File: config.mk
export PLATFORM = sky130hd
export DESIGN_NAME = dsi_hs_multilane_tx
export DESIGN_NICKNAME = d
export VERILOG_FILES = /design/src/rtl/dsi_hs_multilane_tx.sv
export SDC_FILE = /design/constraint.sdc
export NUM_CORES = 1
export LEC_CHECK = 0
export ABC_CLOCK_PERIOD_IN_PS = 4200
export CORE_ASPECT_RATIO = 1.25
export CORE_UTILIZATION = 51
export CTS_BUF_LIST = sky130_fd_sc_hd__clkbuf_16
export CTS_CLUSTER_SIZE = 8
export DETAILED_ROUTE_END_ITERATION = 10
export GPL_ROUTABILITY_DRIVEN = 0
export PLACE_DENSITY = 0.85
export SLEW_MARGIN = 5
export SYNTH_ARGS = -nofsm -noshare
export SYNTH_HDL_FRONTEND = slang
export SYNTH_SLANG_ARGS = --single-unit
export TNS_END_PERCENT = 30
File: constraint.sdc
create_clock -name clk_sys -period 4.2 [get_ports clk_sys]
set_clock_uncertainty 0.2 [all_clocks]
set_input_delay 0.84 -clock clk_sys [delete_from_list [all_inputs] [get_ports clk_sys]]
set_output_delay 0.84 -clock clk_sys [all_outputs]
set_load 0.05 [all_outputs]
File: src/rtl/dsi_hs_multilane_tx.sv
// Multi-lane DSI HS transmit sequencer: HS-GO zeros, SYNC byte, payload, per-lane HS-TRAIL.
// Latency: lane outputs lag the sequencer state by one cycle; data_rqst is aligned with ACTIVE.
// Backpressure: none; the byte source must present a word in every cycle data_rqst is high.
module dsi_hs_multilane_tx #(
    parameter int         LANES     = 4,
    parameter int         CNT_W     = 8,
    parameter logic [7:0] SYNC_BYTE = 8'h1D
) (
    input  logic                 clk_sys,
    input  logic                 rst_n,
    input  logic                 start_rqst,
    input  logic                 fin_rqst,
    input  logic [8*LANES-1:0]   inp_data,
    input  logic [LANES-1:0]     inp_last_mask,
    input  logic [2:0]           cfg_lanes,
    input  logic [CNT_W-1:0]     cfg_go_cycles,
    input  logic [CNT_W-1:0]     cfg_trail_cycles,
    output logic                 data_rqst,
    output logic                 active,
    output logic                 fin_ack,
    output logic [8*LANES-1:0]   lane_data,
    output logic [LANES-1:0]     lane_oe
);

    localparam logic [2:0] S_IDLE   = 3'd0;
    localparam logic [2:0] S_GO     = 3'd1;
    localparam logic [2:0] S_SYNC   = 3'd2;
    localparam logic [2:0] S_ACTIVE = 3'd3;
    localparam logic [2:0] S_TRAIL  = 3'd4;

    localparam logic [2:0] MAX_N = 3'(LANES);

    logic [2:0]             state_q, state_d;
    logic [CNT_W-1:0]       go_cnt_q, go_cnt_d;
    logic [CNT_W-1:0]       trail_cnt_q, trail_cnt_d;
    logic [CNT_W-1:0]       trail_len_q, trail_len_d;
    logic [2:0]             n_q, n_d;
    logic [LANES-1:0][7:0]  trail_byte_q, trail_byte_d;
    logic [8*LANES-1:0]     lane_data_q, lane_data_d;
    logic [LANES-1:0]       lane_oe_q, lane_oe_d;
    logic                   data_rqst_q, data_rqst_d;
    logic                   active_q, active_d;
    logic                   fin_ack_q, fin_ack_d;
    logic [2:0]             n_clamp;
    logic [LANES-1:0]       eff_mask;

    assign n_clamp  = (cfg_lanes == 3'd0) ? 3'd1 : ((cfg_lanes > MAX_N) ? MAX_N : cfg_lanes);
    // Lane 0 always carries the final word, so its mask bit is forced on.
    assign eff_mask = inp_last_mask | LANES'(1);

    // Sequencer next state, counters and burst configuration latch.
    always_comb begin
        state_d     = state_q;
        go_cnt_d    = go_cnt_q;
        trail_cnt_d = trail_cnt_q;
        trail_len_d = trail_len_q;
        n_d         = n_q;
        case (state_q)
            S_IDLE: begin
                if (start_rqst) begin
                    state_d     = S_GO;
                    go_cnt_d    = cfg_go_cycles;
                    trail_len_d = cfg_trail_cycles;
                    n_d         = n_clamp;
                end
            end
            S_GO: begin
                if (go_cnt_q == '0) state_d = S_SYNC;
                else                go_cnt_d = go_cnt_q - 1'b1;
            end
            S_SYNC:   state_d = S_ACTIVE;
            S_ACTIVE: begin
                if (fin_rqst) begin
                    state_d     = S_TRAIL;
                    trail_cnt_d = trail_len_q;
                end
            end
            S_TRAIL: begin
                if (trail_cnt_q == '0) state_d = S_IDLE;
                else                   trail_cnt_d = trail_cnt_q - 1'b1;
            end
            default: state_d = S_IDLE;
        endcase
    end

    // Per-lane output register and trail byte tracking, driven from the current state.
    always_comb begin
        lane_oe_d    = '0;
        lane_data_d  = '0;
        trail_byte_d = trail_byte_q;
        for (int k = 0; k < LANES; k++) begin
            if (3'(k) < n_q) begin
                case (state_q)
                    S_GO: lane_oe_d[k] = 1'b1;
                    S_SYNC: begin
                        lane_oe_d[k]         = 1'b1;
                        lane_data_d[8*k +: 8] = SYNC_BYTE;
                    end
                    S_ACTIVE: begin
                        lane_oe_d[k] = 1'b1;
                        if (!fin_rqst || eff_mask[k]) begin
                            lane_data_d[8*k +: 8] = inp_data[8*k +: 8];
                            trail_byte_d[k]       = {8{~inp_data[8*k+7]}};
                        end else begin
                            // Lane has no byte in the final word: start trailing now.
                            lane_data_d[8*k +: 8] = trail_byte_q[k];
                        end
                    end
                    S_TRAIL: begin
                        lane_oe_d[k]          = 1'b1;
                        lane_data_d[8*k +: 8] = trail_byte_q[k];
                    end
                    default: ;
                endcase
            end
        end
    end

    // Handshake outputs; active and fin_ack follow the lane output timing.
    always_comb begin
        data_rqst_d = (state_d == S_ACTIVE);
        active_d    = (state_q != S_IDLE);
        fin_ack_d   = (state_q == S_IDLE) && active_q;
    end

    // State and output registers.
    always_ff @(posedge clk_sys or negedge rst_n) begin
        if (!rst_n) begin
            state_q      <= S_IDLE;
            go_cnt_q     <= '0;
            trail_cnt_q  <= '0;
            trail_len_q  <= '0;
            n_q          <= '0;
            trail_byte_q <= '0;
            lane_data_q  <= '0;
            lane_oe_q    <= '0;
            data_rqst_q  <= 1'b0;
            active_q     <= 1'b0;
            fin_ack_q    <= 1'b0;
        end else begin
            state_q      <= state_d;
            go_cnt_q     <= go_cnt_d;
            trail_cnt_q  <= trail_cnt_d;
            trail_len_q  <= trail_len_d;
            n_q          <= n_d;
            trail_byte_q <= trail_byte_d;
            lane_data_q  <= lane_data_d;
            lane_oe_q    <= lane_oe_d;
            data_rqst_q  <= data_rqst_d;
            active_q     <= active_d;
            fin_ack_q    <= fin_ack_d;
        end
    end

    assign data_rqst = data_rqst_q;
    assign active    = active_q;
    assign fin_ack   = fin_ack_q;
    assign lane_data = lane_data_q;
    assign lane_oe   = lane_oe_q;

endmodule

======== Word-level counts from Yosys, hierarchy flattened ========
Index checks and enable logic that the tools add are counted.
operators by class
  muxes and demuxes ....................... 29
  reductions and logical operators ........ 20
  $lt $le $gt $ge ......................... 5
  add/subtract/negate cells ............... 2
  eq/ne operators ......................... 9
  bitwise operators ....................... 4
operators with widths
  operator             number
  $pmux 8 s3           4
  $mux 8               11
  $pmux 8 s2           2
  $mux 3               6
  $logic_not 8->1      2
  $sub 8x1->8 const B  2
  $pmux 3 s5           1
  $reduce_and 3->1     5
  $eq 3x2->1 const B   3
  $ne 2x2->1 const B   4
  $logic_not 3->1      2
  $lt 1x3->1 const A   2
  $lt 2x3->1 const A   2
  $mux 1               5
  $not 1->1            4
  $reduce_and 2->1     2
  $reduce_bool 2->1    2
  $reduce_or 4->1      1
  $eq 3x1->1 const B   1
  $eq 3x3->1 const B   1
  $gt 3x3->1 const B   1
  $logic_or 1x1->1     3
  $reduce_bool 3->1    1
  $logic_and 1x1->1    1
  $logic_not 1->1      1
storage, ports and cells
  logic and storage cells ................. 83
  bits of input ports ..................... 59
  register bits ........................... 73
  output and inout port bits .............. 39

======== Logic depth before layout (Yosys ltp) ========
Gate-level depths: netlist (run 1).
  depth in word-level cells ............... 5
  gate-level depth with buffers ........... 7
  mapped depth without buffers ............ 7

======== Least setup slack after synthesis (run 1) ========
No wires, ideal clock.
  path type ............................... input to register
  start ................................... input fin_rqst
  end ..................................... register trail_cnt_q[1]
  stages on the path ...................... 5
  required time ........................... 3873 ps
  path slack .............................. 2252 ps
  buffers on the path ..................... 0
  arrival time ............................ 1621 ps
  cells stage by stage .................... nand2_1 -> nor2_1 -> nor2_4 -> inv_2 -> mux2_1
on the way
  longest elaborated chain between the ends .. 2
RTL lines
  element                     RTL line  text
  from (decl)                 12        input logic fin_rqst,
  $ne 2x2->1 (no line)        n/a
  $reduce_and 3->1 (no line)  n/a
  to (signal assigned)        143       trail_cnt_q <= trail_cnt_d;
  to (decl)                   35        logic [CNT_W-1:0] trail_cnt_q, trail_cnt_d;
Every way passes these cells.
A chain may end at the register's enable or synchronous reset.

======== Final worst setup path (run 1) ========
Ends and elaborated chain as after synthesis.

==> results of run 1 <==
synthesized netlist by cell type (all sizes together), types with 2 or more instances:
cell type  number
a21oi          53
a31oi           7
and2            3
and3            4
buf            10
clkbuf          4
dfrtp          73
ha              2
inv            16
mux2            2
nand2          76
nand2b          3
nand3           4
nand3b          5
nor2           18
nor2b           3
nor3            5
nor3b           3
nor4            2
nor4b           2
o21a            5
o21ai          24
o22ai           4
o2bb2ai         2
o31ai           2
o32ai           2
or3             4
or3b            2
xor2            2
flip-flops by register name (all words and copies together), names as in the netlist:
name          count
active            1
data_rqst         1
fin_ack           1
go_cnt_q          8
lane_data        32
lane_oe           4
n_q               3
state_q           3
trail_byte_q      4
trail_cnt_q       8
trail_len_q       8
layout make-up:
class | instances | area (um2)
inverters | 16 | 60.1
fillers | 421 | 1540
clock inverters | 7 | 141
repair buffers | 98 | 971
clock buffers | 9 | 225
flip-flops and latches | 73 | 1830
multi-input cells | 250 | 1420
well taps | 85 | 106
power by group through the flow:
stage	clock network, mW	registers (mW)	logic, mW
2_1_floorplan	0	1.10	0.553
3_3_place_gp	0	1.06	0.806
3_5_place_dp	0	1.07	0.835
4_1_cts	0.940	1.06	0.842
5_1_grt	0.969	1.09	0.938
6_report	0.941	1.07	0.842
cell usage in the layout, fill, tap and decap left out, types with 3 or more instances in the layout:
master	Yosys	final
and3_1	4	4
and2_1	3	3
or3_1	4	4
o21ai_1	8	8
dfrtp_1	73	73
a31oi_1	7	7
nand2b_1	3	3
o22ai_1	4	4
o21a_1	5	5
clkdlybuf4s50_1	0	95
nor2b_1	3	3
nand2_1	74	74
nand3_1	4	4
nor2_1	16	16
inv_1	15	16
nor3_1	4	4
a21oi_1	48	48
bufinv_16	0	4
clkbuf_16	0	9
a21oi_2	3	3
nand3b_1	4	4
o21ai_0	15	15
critical path: stages:
cell,delay [ns]
clkdlybuf4s50_1,0.73
nand2_1,0.14
nor2_1,0.43
nor2_4,0.10
inv_2,0.07
mux2_1,0.30
cell families after synthesis:
| kind of cell | after synthesis |
|---|---|
| muxes | 3 |
| and+or+nand+nor | 138 |
| DFF | 73 |
| AOI/OAI and AO/OA | 104 |
| xor gates and xnor gates | 3 |
| buffers and inverters | 30 |
| adders and majority gates | 2 |
final timing paths:
| path | to | startpoint | cells past startpoint |
|---|---|---|---|
| worst max-delay path | trail_cnt_q[1] | fin_rqst | 6 |
| worst min-delay path | trail_len_q[4] | trail_len_q[4] | 2 |
| worst max register to register | go_cnt_q[1] | state_q[1] | 4 |
| worst min register to register | trail_len_q[4] | trail_len_q[4] | 2 |
| max in group asynchronous | lane_data[1] | rst_n | 2 |
| min in group asynchronous | lane_data[3] | rst_n | 1 |
per-stage QoR:
step           utilization  instances
2_1_floorplan            -        353
3_3_place_gp         0.697        522
3_5_place_dp         0.697        522
4_1_cts              0.755        538
5_1_grt              0.755        538
6_report             0.755        538
layer usage:
layer | vias up | share of wire | track usage | wire length (um)
li1 | 1413 | - | - | -
met1 | 1419 | 0.40 | 0.293 | 3340
met2 | 126 | 0.52 | 0.445 | 4370
met3 | 27 | 0.056 | 0.0668 | 475
met4 | 0 | 0.031 | 0.119 | 260
met5 | - | 0 | 0 | 0
==> run_results.csv, run 1 <==
group,metric,value,unit
sta,setup_viol,0,
sta,period_needed,2.60,ns
clock_tree,cts.sinks,73,
cells_and_area,syn2layout_area_growth,40.3,%
clock_tree,ctsResizeCount,0,
grt,grt_pass1_vias,2945,
yosys,synthArstFlopShare,1.00,
yosys,synth_top_family_by_area,"simple AND/OR/NAND/NOR gates",
sta,min_period_over_period,0.619,
setup_path,start_kind,"input port",
clock_tree,htree_levels,3,
place,dp_hpwl,5.70,mm
yosys,ys_seq_area_frac,0.540,
yosys,synth-simple-area-share,0.209,
setup_path,cp.required,4.22,ns
yosys,synth_fp_nets,414,
detailed_routing,drt_pass1_iterations,4,
detailed_routing,via_per_inst,5.55,
floorplanning,coreArea,6290,um2
setup_path,cp.arrival,2.62,ns
floorplanning,die_y,93.1,um
grt,antenna_found_initial,0,
power,total_power,2.85,mW
floorplanning,rows,32,
power,p_per_area,600,nW/um2
clock_tree,numCtsBuffers,9,
yosys,synth_area_leader_cell,"dfrtp_1",
place,numPortBuffers,96,
detailed_routing,totalWireLength,8.45,mm
grt,grt_max_degree,48,
place,place_area,4380,um2
detailed_routing,vias,2985,
power,p_leak,2.04,nW
yosys,synth_compound_area_frac,0.184,
sta,whs,0.271,ns
yosys,netlist_top_cells_area,"dfrtp_1 (54%), nand2_1 (8.2%), a21oi_1 (7.1%)",
clock_tree,worstSkewPairLatency,0.34,ns
yosys,synth_cell_type_count,56,
yosys,yosysWarnings,0,
cells_and_area,fin_nets,509,
yosys,synthXorXnorAreaFrac,0.00776,
cells_and_area,antenna_cells,0,
sta,timing_hold_violations_final,0,
sta,worst_slew_pin_slew,0.995,ns
yosys,synth_cells,353,
sta,drv_slew,0,
sta,grt_setup_unrepaired,"false",
setup_path,cp-end-kind,"flop",
power,p_comb_frac,0.296,
power,p_int,1.87,mW
clock_tree,root_buffer,"clkbuf_16",
status,status,"finished clean",
grt,grt_first_pass_wirelength,13.5,mm
place,post-place-ws,1.30,ns
worst_hold_path,hold_path.class,"flop to flop",
yosys,synth_edf_count,0,
detailed_routing,wl_per_cell,15.7,um
cells_and_area,fin_area,4750,um2
power,ir_drop,422,uV
yosys,ys.flop_type,"dfrtp_1",
yosys,synth_seq_cells,73,
setup_path,reg2reg_slack,1.91,ns
yosys,synth_top_area_share,0.540,
sta,slew-limit-headroom,0.337,
clock_tree,clockBufferDepth,2,
yosys,synthMuxAreaShare,0.0107,
detailed_routing,final_antenna_net_count,0,
setup_path,critical_path.max_fanout,11,
sta,setup_slack,1.60,ns
cells_and_area,drive_gt1_frac,0.0839,
power,clock_power_share,0.330,
sta,max_freq,385,MHz
yosys,synth-adder-area-share,0.00739,
clock_tree,cts_tree,"done",
floorplanning,die_area,6970,um2
floorplanning,ioPinCount,98,
detailed_routing,drt_iter0_markers,172,
power,power_frac_seq,0.375,
run,maxCapViolations,0,
grt,grt_use_total,0.259,
grt,grt_overflow,0,
yosys,syn_area,3380,um2
sta,fin_setup_tns,0,ns
yosys,avgSynthCellArea,9.59,um2
power,power_switching,979,uW
clock_tree,clk_pin_slew,0.06,ns
floorplanning,die_x,74.9,um
power,sw_frac_of_total,0.343,
clock_tree,cts_setup_buffers,0,
floorplanning,start_util,0.538,
setup_path,path_class,"input port to flop",
clock_tree,cts_hold_buffers,0,
detailed_routing,drcViolationCount,0,
Power figures use the tool's default switching activity.
==> inputs of run 2 (changes only) <==
--- a/config.mk
+++ b/config.mk
@@ -5,14 +5,14 @@
 export SDC_FILE = /design/constraint.sdc
 export NUM_CORES = 1
 export LEC_CHECK = 0
-export ABC_CLOCK_PERIOD_IN_PS = 4200
+export ABC_CLOCK_PERIOD_IN_PS = 2700
 export CORE_ASPECT_RATIO = 1.25
-export CORE_UTILIZATION = 51
+export CORE_UTILIZATION = 47
 export CTS_BUF_LIST = sky130_fd_sc_hd__clkbuf_16
 export CTS_CLUSTER_SIZE = 8
 export DETAILED_ROUTE_END_ITERATION = 10
 export GPL_ROUTABILITY_DRIVEN = 0
-export PLACE_DENSITY = 0.85
+export PLACE_DENSITY = 0.79
 export SLEW_MARGIN = 5
 export SYNTH_ARGS = -nofsm -noshare
 export SYNTH_HDL_FRONTEND = slang
==> constraint.sdc (replaced) <==
create_clock -name clk_sys -period 2.7 [get_ports clk_sys]
set_clock_uncertainty 0.2 [all_clocks]
set_input_delay 0.54 -clock clk_sys [delete_from_list [all_inputs] [get_ports clk_sys]]
set_output_delay 0.54 -clock clk_sys [all_outputs]
set_load 0.05 [all_outputs]
==> run 2 against run 1 <==
  * Sequential power increased by 54%
  * Cell count is 1.3% higher
  * Sequential share of layout area down 0.091 points
==> run_results.csv, run 2 (synthesized netlist as in run 1, its figures left out) <==
group,metric,value,unit
status,status,"finished clean",
grt,grt_max_degree,74,
sta,max_freq,451,MHz
sta,timing_hold_violations_final,0,
setup_path,crit_family,"buffers and inverters",
floorplanning,rows,34,
floorplanning,die_x,77.9,um
cells_and_area,final_cell_mix,"clkdlybuf4s50_1 (95), nand2_1 (74), dfrtp_1 (73), a21oi_1 (48), nor2_1 (16)",
sta,setup_slack,0.483,ns
floorplanning,die_area,7550,um2
cells_and_area,seq_area,1830,um2
power,p_int,2.82,mW
floorplanning,die_y,96.9,um
clock_tree,clockBufferDepth,2,
sta,min_period_over_period,0.821,
setup_path,cp.required,1.96,ns
clock_tree,cts.sinks,73,
setup_path,critPathMaxStageDelay,0.80,ns
setup_path,path_cells,"clkdlybuf4s50_1",
detailed_routing,drt_pass1_iterations,4,
grt,grt_pass1_vias,2877,
clock_tree,cts_hold_buffers,0,
place,numPortBuffers,96,
detailed_routing,vias,2885,
sta,fin_setup_tns,0,ns
setup_path,cp-end-kind,"primary output",
clock_tree,numCtsBuffers,9,
clock_tree,cts_tree,"done",
cells_and_area,multi_input_area,1420,um2
detailed_routing,via_per_inst,5.29,
setup_path,rr_worst_depth,4,
sta,drv_slew,0,
sta,grt_setup_unrepaired,"false",
setup_path,start_kind,"flop",
sta,worst_slew_pin_slew,0.586,ns
cells_and_area,drive_gt1_frac,0.0879,
clock_tree,root_buffer,"clkbuf_16",
cells_and_area,finalNonFillerCells,545,
detailed_routing,totalWireLength,7.64,mm
setup_path,critical_path.max_fanout,2,
setup_path,path_buf_inv,1,
power,ir_drop,563,uV
setup_path,r2r-end,"go_cnt_q[1]",
cells_and_area,fin_area,4760,um2
power,sw_frac_of_total,0.344,
clock_tree,ctsResizeCount,0,
detailed_routing,drcViolationCount,0,
place,place_area,4420,um2
place,dp_hpwl,5.39,mm
detailed_routing,final_antenna_net_count,0,
sta,setup_viol,0,
grt,grt_first_pass_wirelength,13.4,mm
cells_and_area,antenna_cells,0,
power,clock_power_share,0.313,
setup_path,cp.arrival,1.48,ns
clock_tree,clk_pin_slew,0.06,ns
clock_tree,cts_setup_buffers,0,
power,power_frac_seq,0.383,
setup_path,path_class,"flop to primary output",
power,p_comb_frac,0.303,
floorplanning,coreArea,6980,um2
sta,period_needed,2.22,ns
sta,slew-limit-headroom,0.608,
power,p_leak,2.03,nW
grt,grt_use_total,0.225,
setup_path,crit_start,"active",
floorplanning,start_util,0.485,
power,power_switching,1.48,mW
cells_and_area,largest_reg_flops,32,
run,maxCapViolations,0,
power,p_per_area,904,nW/um2
detailed_routing,wl_per_cell,14.0,um
grt,grt_overflow,0,
cells_and_area,final_common_cell,"clkdlybuf4s50_1",
cells_and_area,fin_nets,511,
setup_path,reg2reg_slack,0.49,ns
power,total_power,4.31,mW
setup_path,crit_slowest_cell,"clkdlybuf4s50_1",
worst_hold_path,hold_path.class,"input port to async pin",
grt,antenna_found_initial,0,
clock_tree,htree_levels,3,
place,post-place-ws,0.414,ns
floorplanning,ioPinCount,98,
detailed_routing,drt_iter0_markers,180,
place,placed_cells,529,
setup_path,rr_startpoint,"state_q[0]",
cells_and_area,nFillCells,553,
cells_and_area,syn2layout_area_growth,40.6,%
clock_tree,worstSkewPairLatency,0.33,ns
## run 2: area by class of cell
type	count	area share
inverters	16	0.0126
repair buffers	100	0.210
flip-flops and latches	73	0.384
clock buffers	9	0.0473
well taps	90	0.0237
multi-input cells	250	0.298
clock inverters	7	0.0250
## run 2: worst register-to-register path: stages, from the launching register on
cell and delay (ns):
dfrtp_1 0.63, or3b_1 0.63, a21oi_4 0.24, nor2_2 0.10
mux2_4 0.30
## run 2: how the worst max path moves through the flow
stage / endpoint / depth (start not counted)
after floorplan: trail_cnt_q[1] / 7
after global placement: trail_cnt_q[1] / 6
after detailed placement: trail_cnt_q[1] / 6
after CTS: active / 1
after global routing: go_cnt_q[1] / 4
final: active / 1
## run 2: power by group through the flow
stage,registers [mW],logic (mW),clock network [mW]
2_1_floorplan,1.71,0.860,0
3_3_place_gp,1.65,1.27,0
3_5_place_dp,1.66,1.31,0
4_1_cts,1.65,1.31,1.37
5_1_grt,1.69,1.47,1.43
6_report,1.65,1.31,1.35
## run 2: layer usage
metal | track usage | wire length (um)
met5 | 0 | 0
met4 | 0.0769 | 121
met3 | 0.0509 | 445
met2 | 0.376 | 3790
met1 | 0.286 | 3280
## run 2: per-stage QoR
stage / utilization / hold WS [ns]
finish: 0.682 / 0.0330
global route: 0.682 / 0.0831
CTS: 0.682 / 0.0562
detailed placement: 0.633 / 0.260
global placement: 0.633 / 0.257
floorplan: - / 0.0444
==> inputs of run 3 (changes only) <==
--- a/config.mk
+++ b/config.mk
@@ -5,7 +5,7 @@
 export SDC_FILE = /design/constraint.sdc
 export NUM_CORES = 1
 export LEC_CHECK = 0
-export ABC_CLOCK_PERIOD_IN_PS = 2700
+export ABC_CLOCK_PERIOD_IN_PS = 2040
 export CORE_ASPECT_RATIO = 1.25
 export CORE_UTILIZATION = 47
 export CTS_BUF_LIST = sky130_fd_sc_hd__clkbuf_16
==> constraint.sdc (replaced) <==
create_clock -name clk_sys -period 2.04 [get_ports clk_sys]
set_clock_uncertainty 0.2 [all_clocks]
set_input_delay 0.408 -clock clk_sys [delete_from_list [all_inputs] [get_ports clk_sys]]
set_output_delay 0.408 -clock clk_sys [all_outputs]
set_load 0.05 [all_outputs]
==> run 3 against run 2 <==
  * Clock-buffer cell count is the same
  * Via count increased by 3.9%
  * Sequential share of layout area down 0.37 points
  * Setup slack got worse by 0.43 ns
  * First-iteration DRC count down 7.2%
  * Hold slack improved by 0.25 ns
  * Final area rose by 0.97%
  * Cell count up 4.0%
  * Critical endpoint is now go_cnt_q[1]
  * Largest cell class unchanged
==> run_results.csv, run 3 (synthesized netlist as in run 1, its figures left out) <==
group,metric,value,unit
status,status,"finished clean",
detailed_routing,via_per_inst,5.29,
floorplanning,die_y,96.9,um
place,place_area,4490,um2
run,maxCapViolations,0,
sta,drv_slew,0,
clock_tree,numCtsBuffers,9,
sta,slew-limit-headroom,0.556,
sta,period_needed,1.99,ns
setup_path,cp.required,2.06,ns
clock_tree,clockBufferDepth,2,
detailed_routing,drcViolationCount,0,
setup_path,path_class,"flop to flop",
cells_and_area,largest_reg_flops,32,
worst_hold_path,hold_path_startpoint,"trail_len_q[2]",
grt,antenna_found_initial,0,
grt,grt_use_total,0.238,
setup_path,critical_path.max_fanout,11,
detailed_routing,drt_pass1_iterations,5,
power,p_per_area,1180,nW/um2
setup_path,crit_start,"state_q[1]",
grt,grt_pass1_vias,3035,
sta,timing_hold_violations_final,0,
cells_and_area,antenna_cells,0,
cells_and_area,syn2layout_area_growth,42.0,%
sta,worst_slew_pin_slew,0.666,ns
place,dp_hpwl,6.03,mm
clock_tree,cts_setup_buffers,0,
place,numPortBuffers,96,
grt,grt_first_pass_wirelength,13.9,mm
floorplanning,coreArea,6980,um2
clock_tree,htree_levels,3,
floorplanning,start_util,0.485,
grt,grt_overflow,0,
cells_and_area,fin_nets,533,
setup_path,rr_startpoint,"state_q[1]",
clock_tree,cts_tree,"done",
setup_path,cp-end-kind,"flop",
clock_tree,clk_pin_slew,0.06,ns
cells_and_area,fin_area,4810,um2
sta,setup_viol,0,
setup_path,start_kind,"flop",
detailed_routing,totalWireLength,8.32,mm
floorplanning,die_x,77.9,um
clock_tree,worstSkewPairLatency,0.34,ns
cells_and_area,final_cell_mix,"nand2_1 (74), dfrtp_1 (73), buf_4 (60), clkdlybuf4s50_1 (56), a21oi_1 (48)",
worst_hold_path,hold_path.class,"flop to flop",
clock_tree,root_buffer,"clkbuf_16",
floorplanning,rows,34,
sta,max_freq,504,MHz
detailed_routing,vias,2998,
cells_and_area,finish.utilization,0.689,
floorplanning,die_area,7550,um2
power,ir_drop,773,uV
detailed_routing,final_antenna_net_count,0,
grt,grt_max_degree,29,
cells_and_area,final_common_cell,"nand2_1",
clock_tree,cts.sinks,73,
detailed_routing,wl_per_cell,14.7,um
sta,grt_setup_unrepaired,"false",
cells_and_area,nFillCells,558,
floorplanning,ioPinCount,98,
cells_and_area,drive_gt1_frac,0.205,
setup_path,cp.arrival,2.01,ns
power,p_leak,2.21,nW
sta,min_period_over_period,0.973,
detailed_routing,drt_iter0_markers,167,
==> run 3: path summary, 6_finish.rpt <==
kind | depth (start not counted) | slack, ns | endpoint
max reg2reg | 4 | 0.05 | go_cnt_q[1]
min reg2reg | 2 | 0.28 | trail_len_q[2]
max | 4 | 0.05 | go_cnt_q[1]
min | 2 | 0.28 | trail_len_q[2]
min in group asynchronous | 2 | 0.44 | lane_data[0]
max in group asynchronous | 3 | 0.62 | lane_data[31]
==> run 3: what timing repair did <==
item	CTS	global route
gates resized for setup	3	0
hold buffers	1	0
endpoints found under the setup margin	3	0
hold endpoints to repair	26	0
==> run 3: worst max-delay path, stage by stage, from the launching register on <==
cell and delay [ns]:
dfrtp_1 0.45, or3b_1 0.60, a21oi_4 0.24, nor2_2 0.07
mux2_4 0.31
==> run 3: where the power goes <==
| group | switching, mW | internal (mW) | total (mW) | leakage, nW |
|---|---|---|---|---|
| combinational | 1.07 | 0.841 | 1.91 | 1.12 |
| sequential | 0.380 | 1.81 | 2.19 | 0.950 |
| clock | 0.601 | 0.945 | 1.55 | 0.143 |
==> run 3: layer usage <==
layer	wire length, um	global-route usage	part of all wire
met1	3450	0.284	0.41
met2	4230	0.402	0.51
met3	464	0.0462	0.056
met4	176	0.124	0.021
met5	0	0	0
==> run 3: per-stage QoR <==
step	power, mW	hold slack [ns]	setup WS [ns]	std cells	TNS (ns)
finish	5.65	0.278	0.0542	567	0
detailed placement	4.08	0.270	-0.00385	550	-0.00385
global placement	3.98	0.255	0.0315	550	0
CTS	5.66	0.283	0.0766	567	0
floorplan	3.40	-0.0876	0.158	353	0
global route	5.99	0.304	0.00327	567	0
==> run 3: cell type report <==
type / count / area [um2] / share of cell area
flip-flops and latches: 73 / 1830 / 0.380
multi-input cells: 250 / 1430 / 0.297
repair buffers: 122 / 1080 / 0.225
well taps: 90 / 113 / 0.0234
clock buffers: 9 / 225 / 0.0469
inverters: 16 / 60.1 / 0.0125
clock inverters: 7 / 71.3 / 0.0148
